`src/rtl/msrv32_fetch_unit.sv`:
```
// msrv32_fetch_unit: instruction fetch stage for the MSRV32 core.
// Issues word-aligned requests to instruction memory, presents one fetched
// instruction at a time, and handles branch and trap redirects, including
// draining a request that is already in flight when a trap arrives.
module msrv32_fetch_unit #(
  parameter logic [31:0] BOOT_ADDRESS = 32'h0000_0000
) (
  input  logic        ms_riscv32_mp_clk_in,
  input  logic        ms_riscv32_mp_rst_in,
  input  logic        branch_taken_in,
  input  logic [31:0] branch_target_in,
  input  logic        trap_taken_in,
  input  logic [31:0] trap_address_in,
  input  logic        stall_in,
  output logic        imreq_out,
  output logic [31:0] imaddr_out,
  input  logic        imack_in,
  input  logic [31:0] imdata_in,
  output logic [31:0] instr_out,
  output logic [31:0] pc_out,
  output logic        instr_valid_out,
  output logic        flush_out,
  output logic        misaligned_instr_out
);

  typedef enum logic [2:0] {
    IDLE      = 3'd0,
    REQ       = 3'd1,
    VALID     = 3'd2,
    KILL      = 3'd3,
    WAIT_TRAP = 3'd4
  } state_t;

  localparam logic [31:0] NOP_INSTR = 32'h0000_0013;

  state_t      state;
  logic [31:0] pc;
  logic [31:0] trap_target;
  logic [31:0] branch_target;
  logic [31:0] pc_seq;
  logic        trap_redirect;
  logic        trap_kill;

  assign trap_target   = {trap_address_in[31:2], 2'b00};
  assign branch_target = {branch_target_in[31:1], 1'b0};
  assign pc_seq        = pc + 32'd4;

  // Classify a trap: redirect now, or drain the in-flight request first.
  always_comb begin
    trap_redirect = 1'b0;
    trap_kill     = 1'b0;
    if (trap_taken_in) begin
      case (state)
        IDLE, VALID, WAIT_TRAP: trap_redirect = 1'b1;
        REQ, KILL: begin
          if (imack_in) begin
            trap_redirect = 1'b1;
          end else begin
            trap_kill = 1'b1;
          end
        end
        default: trap_redirect = 1'b0;
      endcase
    end else begin
      trap_redirect = 1'b0;
      trap_kill     = 1'b0;
    end
  end

  // Fetch state machine with all outputs registered alongside the state.
  always_ff @(posedge ms_riscv32_mp_clk_in) begin
    if (!ms_riscv32_mp_rst_in) begin
      state                <= IDLE;
      pc                   <= BOOT_ADDRESS;
      instr_out            <= NOP_INSTR;
      pc_out               <= BOOT_ADDRESS;
      imreq_out            <= 1'b0;
      imaddr_out           <= BOOT_ADDRESS;
      instr_valid_out      <= 1'b0;
      flush_out            <= 1'b0;
      misaligned_instr_out <= 1'b0;
    end else if (trap_redirect) begin
      // Nothing outstanding (or its response arrives now and is dropped).
      state                <= REQ;
      pc                   <= trap_target;
      imreq_out            <= 1'b1;
      imaddr_out           <= trap_target;
      instr_valid_out      <= 1'b0;
      flush_out            <= 1'b1;
      misaligned_instr_out <= 1'b0;
    end else if (trap_kill) begin
      // Keep the old request on the bus until memory answers; remember target in pc.
      state                <= KILL;
      pc                   <= trap_target;
      imreq_out            <= 1'b1;
      instr_valid_out      <= 1'b0;
      flush_out            <= 1'b1;
      misaligned_instr_out <= 1'b0;
    end else begin
      flush_out <= 1'b0;
      case (state)
        IDLE: begin
          state                <= REQ;
          imreq_out            <= 1'b1;
          imaddr_out           <= pc;
          instr_valid_out      <= 1'b0;
          misaligned_instr_out <= 1'b0;
        end
        REQ: begin
          if (imack_in) begin
            state           <= VALID;
            instr_out       <= imdata_in;
            pc_out          <= pc;
            imreq_out       <= 1'b0;
            instr_valid_out <= 1'b1;
          end else begin
            imreq_out  <= 1'b1;
            imaddr_out <= pc;
          end
        end
        VALID: begin
          if (stall_in) begin
            instr_valid_out <= 1'b1;
          end else if (branch_taken_in) begin
            if (branch_target[1]) begin
              // Misaligned target: stop fetching and wait for the trap.
              state                <= WAIT_TRAP;
              instr_valid_out      <= 1'b0;
              misaligned_instr_out <= 1'b1;
            end else begin
              state           <= REQ;
              pc              <= branch_target;
              imreq_out       <= 1'b1;
              imaddr_out      <= branch_target;
              instr_valid_out <= 1'b0;
              flush_out       <= 1'b1;
            end
          end else begin
            state           <= REQ;
            pc              <= pc_seq;
            imreq_out       <= 1'b1;
            imaddr_out      <= pc_seq;
            instr_valid_out <= 1'b0;
          end
        end
        KILL: begin
          if (imack_in) begin
            // Stale response dropped; now fetch the latched trap target.
            state      <= REQ;
            imreq_out  <= 1'b1;
            imaddr_out <= pc;
          end else begin
            imreq_out <= 1'b1;
          end
        end
        WAIT_TRAP: begin
          imreq_out            <= 1'b0;
          instr_valid_out      <= 1'b0;
          misaligned_instr_out <= 1'b1;
        end
        default: begin
          state                <= IDLE;
          imreq_out            <= 1'b0;
          instr_valid_out      <= 1'b0;
          misaligned_instr_out <= 1'b0;
        end
      endcase
    end
  end

endmodule
```
`config.mk`:
```
export PLATFORM = sky130hd
export DESIGN_NAME = msrv32_fetch_unit
export DESIGN_NICKNAME = d
export VERILOG_FILES = /design/src/rtl/msrv32_fetch_unit.sv
export SDC_FILE = /design/constraint.sdc
export NUM_CORES = 1
export LEC_CHECK = 0
export CAP_MARGIN = 40
export CORE_ASPECT_RATIO = 0.75
export CORE_MARGIN = 3
export CORE_UTILIZATION = 30
export CTS_BUF_LIST = sky130_fd_sc_hd__clkbuf_4 sky130_fd_sc_hd__clkbuf_8
export CTS_CLUSTER_SIZE = 20
export DETAILED_ROUTE_END_ITERATION = 8
export DONT_BUFFER_PORTS = 1
export MAX_ROUTING_LAYER = met4
export PLACE_DENSITY = 0.53
export SLEW_MARGIN = 10
export SYNTH_ARGS = -nofsm -noshare
export SYNTH_HDL_FRONTEND = slang
export SYNTH_SLANG_ARGS = --single-unit
```
`constraint.sdc`:
```
create_clock -name ms_riscv32_mp_clk_in -period 4.21 [get_ports ms_riscv32_mp_clk_in]
set_input_delay 0.842 -clock ms_riscv32_mp_clk_in [delete_from_list [all_inputs] [get_ports ms_riscv32_mp_clk_in]]
set_output_delay 0.842 -clock ms_riscv32_mp_clk_in [all_outputs]
set_load 0.005 [all_outputs]
```
==> metrics.md <==
| Metric | Value |
|---|---|
| Num CTS Buffers | 17 |
| Final setup TNS | 0 ns |
| Post-CTS Repair Setup Buffers | 0 |
| FP Rows | 48 |
| #FFs+latches synth | around 140 |
| Final setup viols | 0 |
| Reg-to-reg startpoint | state[1] |
| GRT Total Usage | a little over a fifth |
| Die footprint | 0.0257 mm^2 |
| Slew headroom | 45.5% |
| Clock slew at reported path FFs | 0.09 ns |
| CTS tree | yes |
| Routed WL | 28.0 mm |
| Syn Inst Count | 946 |
| Pwr Density | 375 mW/mm^2 |
| CP endpoint kind | flop |
| Worst-Skew Late Latency | 0.47 ns |
| Vias in the first global route | ~6500 |
| Finished Layout Cells | between 1000 and 1500 |
| Worst reg2reg setup slack | 1.36 ns |
| IO Pins | around 200 |
| Post-route minimum period | 2.85 ns |
| Core area | 0.0232 mm^2 |
| Critical Path RT | 4.58 ns |
| Initial Util | 30.8% |
| Maximum root-to-sink buffer count | 2 |
| H-tree Lvls | 4 |
| Leak pwr | 2.48 nW |
| Startpoint types | flop |
| CTS Hold Buffers Added | 0 |
| Layout fillers | 2521 |
| Die Span X | 184 um |
| Status | complete, no violations |
| Crit path kind | flop to flop |
| Post-CTS sizing | 0 |
| Final #Nets | ~1000 |
| FF-to-FF End | pc[19] |
| Peak Freq | 0.351 GHz |
| Syn Nets | 1049 |
| Initial DRC Count | roughly 760 |
| Routed len/inst | roughly 23 um |
| Max FO, Critical Path | 34 |
| Ys flop type | dfxtp_1 |
| Antenna Nets Post-Route | 0 |
| Fin. max-slew vios | 0 |
| Initial antenna violation count | 2 |
| Critical Path AT | 3.21 ns |
| Worst Hold Depth | 2 |
| Worst hold endpoint | pc_out[24] |
| R2r worst-path depth | 7 |
| Clk root buf | clkbuf_8 |
| Die height | 140 um |
| Maximum vdd drop | between 0.00015 and 0.0002 V |
| Setup Skew | 0.0207 ns |
| DRC Markers | 0 |
| PortBufs | 0 |
| Fin crit share | 67.6% |
| Hold Violations, Final | 0 |
| Hold Crit Class | flop to flop |
| Share of cells above drive strength 1 | 7.62% |
| Seq/Total Area, Yosys | 37.8% |
| DP HPWL | 19.4 mm |
| Max-cap violations | 0 |
| Via/cell ratio | 5.93 |
| First-pass GRT wire length | 41.9 mm |
| Layout area overhead | 7.67% |
| DP Cell Count | 1173 |
| Vias post-DR | 7163 |
| GPL Wtd Cong | 0.904 |
| Syn. warnings | 0 |
| Distinct cells, synth | 77 |
| Syn avg cell area | 7.55 um^2 |
| Sink Count | 135 |
| Largest net degree at the start of global routing | 77 |
| Synthesized cell area | 0.00715 mm^2 |
| HP Start | pc_out[24] |
| Post-synth EDFFs | 0 |
| Fraction of registers with async set/reset | 0% |
| Worst slew pin tran | 0.816 ns |
| RSZ-0062 raised after global routing | false |
| Total iterations of the first detailed-routing run | 6 |
| Grt ovf | 0 |
-- how the worst max path moves through the flow --
stage | cells after the start | start | endpoint | slack (ns)
final | 7 | state[1] | pc[19] | 1.36
after CTS | 7 | state[1] | pc[19] | 1.41
after detailed placement | 6 | branch_taken_in | pc[19] | 1.32
after global placement | 6 | stall_in | imaddr_out[23] | 1.36
after global routing | 7 | state[1] | pc[19] | 1.22
after floorplan | 7 | imack_in | imaddr_out[23] | 1.76
-- critical path, stage by stage, from the launching register on --
cell and delay [ns]:
dfxtp_1 0.66, or3b_1 0.41, buf_4 0.28, nor2_4 0.50, buf_4 0.35, nor2_1 0.06, o31a_1 0.28, a211oi_1 0.21
-- cell usage in the layout, fill, tap and decap left out, drive strengths merged, types with 13 or more instances in the layout --
master and n:
nand4 15, buf 20, nor2 47, inv 13, a22oi 14, dfxtp 135, clkbuf 17, nand3 36
o21ai 60, nor3 25, nand2 190, o211ai 15, a21oi 107
-- where the power goes --
part	switching [mW]	total, mW	internal [mW]
clock network	0.598	1.14	0.538
registers	0.0972	1.44	1.34
logic	0.196	0.312	0.116
total	0.891	2.89	2.00
-- cells by family (layout without fill, tap and decap cells) --
logic type	count (synthesis)	in the layout	synth area share, %
AO/OA/AOI/OAI	311	311	28.1
flip-flops	135	135	37.8
XOR/XNOR	13	13	1.59
AND/OR/NAND/NOR	376	376	25.0
adder cells (fa/ha/maj)	1	1	0.175
other	0	2	0
multiplexers	9	9	1.26
buffers and inverters	101	60	6.04
-- per-stage QoR --
step	setup slack, ns	hold WS (ns)	utilization, %	total power [mW]	instance area, um^2
2_1_floorplan	1.76	0.440	-	1.68	7150
3_3_place_gp	1.36	0.463	31.4	1.77	7270
3_5_place_dp	1.32	0.464	31.4	1.78	7290
4_1_cts	1.41	0.422	33.2	2.92	7690
5_1_grt	1.22	0.423	33.2	3.02	7690
6_report	1.36	0.475	33.2	2.89	7690
-- final cells by class --
type / count / area (um^2) / area share [%]
well taps: 300 / 375 / 4.88
multi-input cells: 710 / 4030 / 52.4
repair buffers: 20 / 150 / 1.95
clock inverters: 15 / 168 / 2.18
clock buffers: 17 / 234 / 3.04
diodes: 2 / 5.00 / 0.0650
flip-flops and latches: 135 / 2700 / 35.1
inverters: 8 / 30.0 / 0.390
-- layer usage --
metal / GRT usage (%) / wire length (um)
met5: - / 0
met4: 5.33 / 386
met3: 8.57 / 3380
met2: 29.5 / 11900
met1: 30.7 / 12300
-- sequential cells by signal, indices dropped and copies added, names as in the netlist, 3 cells and up --
| name | count |
|---|---|
| imaddr_out | 32 |
| instr_out | 32 |
| pc | 32 |
| pc_out | 32 |
| state | 3 |
-- Yosys cell counts (4+ instances only) --
master | count | area (um^2)
o21a_1 | 6 | 45.0
a31oi_1 | 11 | 68.8
buf_1 | 6 | 22.5
inv_1 | 7 | 26.3
o41ai_1 | 4 | 35.0
and4_1 | 5 | 43.8
nand3_1 | 34 | 170
clkbuf_1 | 57 | 214
or4_1 | 6 | 45.0
o22ai_1 | 6 | 37.5
a221oi_1 | 10 | 87.6
a22oi_1 | 14 | 105
a21oi_1 | 107 | 536
nor3_1 | 22 | 110
o32ai_1 | 4 | 35.0
nand2_1 | 190 | 713
and2_1 | 4 | 25.0
a32oi_1 | 6 | 52.6
xnor2_1 | 4 | 35.0
nor2_1 | 46 | 173
mux2i_1 | 9 | 90.1
nand4_1 | 15 | 93.8
a41oi_1 | 5 | 43.8
or3_1 | 8 | 50.1
o31ai_1 | 4 | 30.0
a211oi_1 | 11 | 82.6
xor2_1 | 9 | 78.8
a311oi_1 | 6 | 52.6
o211ai_1 | 15 | 113
and3_1 | 11 | 68.8
nand2b_1 | 5 | 31.3
dfxtp_1 | 135 | 2700
buf_2 | 27 | 135
nor4_1 | 6 | 37.5
a21o_1 | 6 | 45.0
o21ai_0 | 60 | 300
Power figures use the tool's default switching activity.
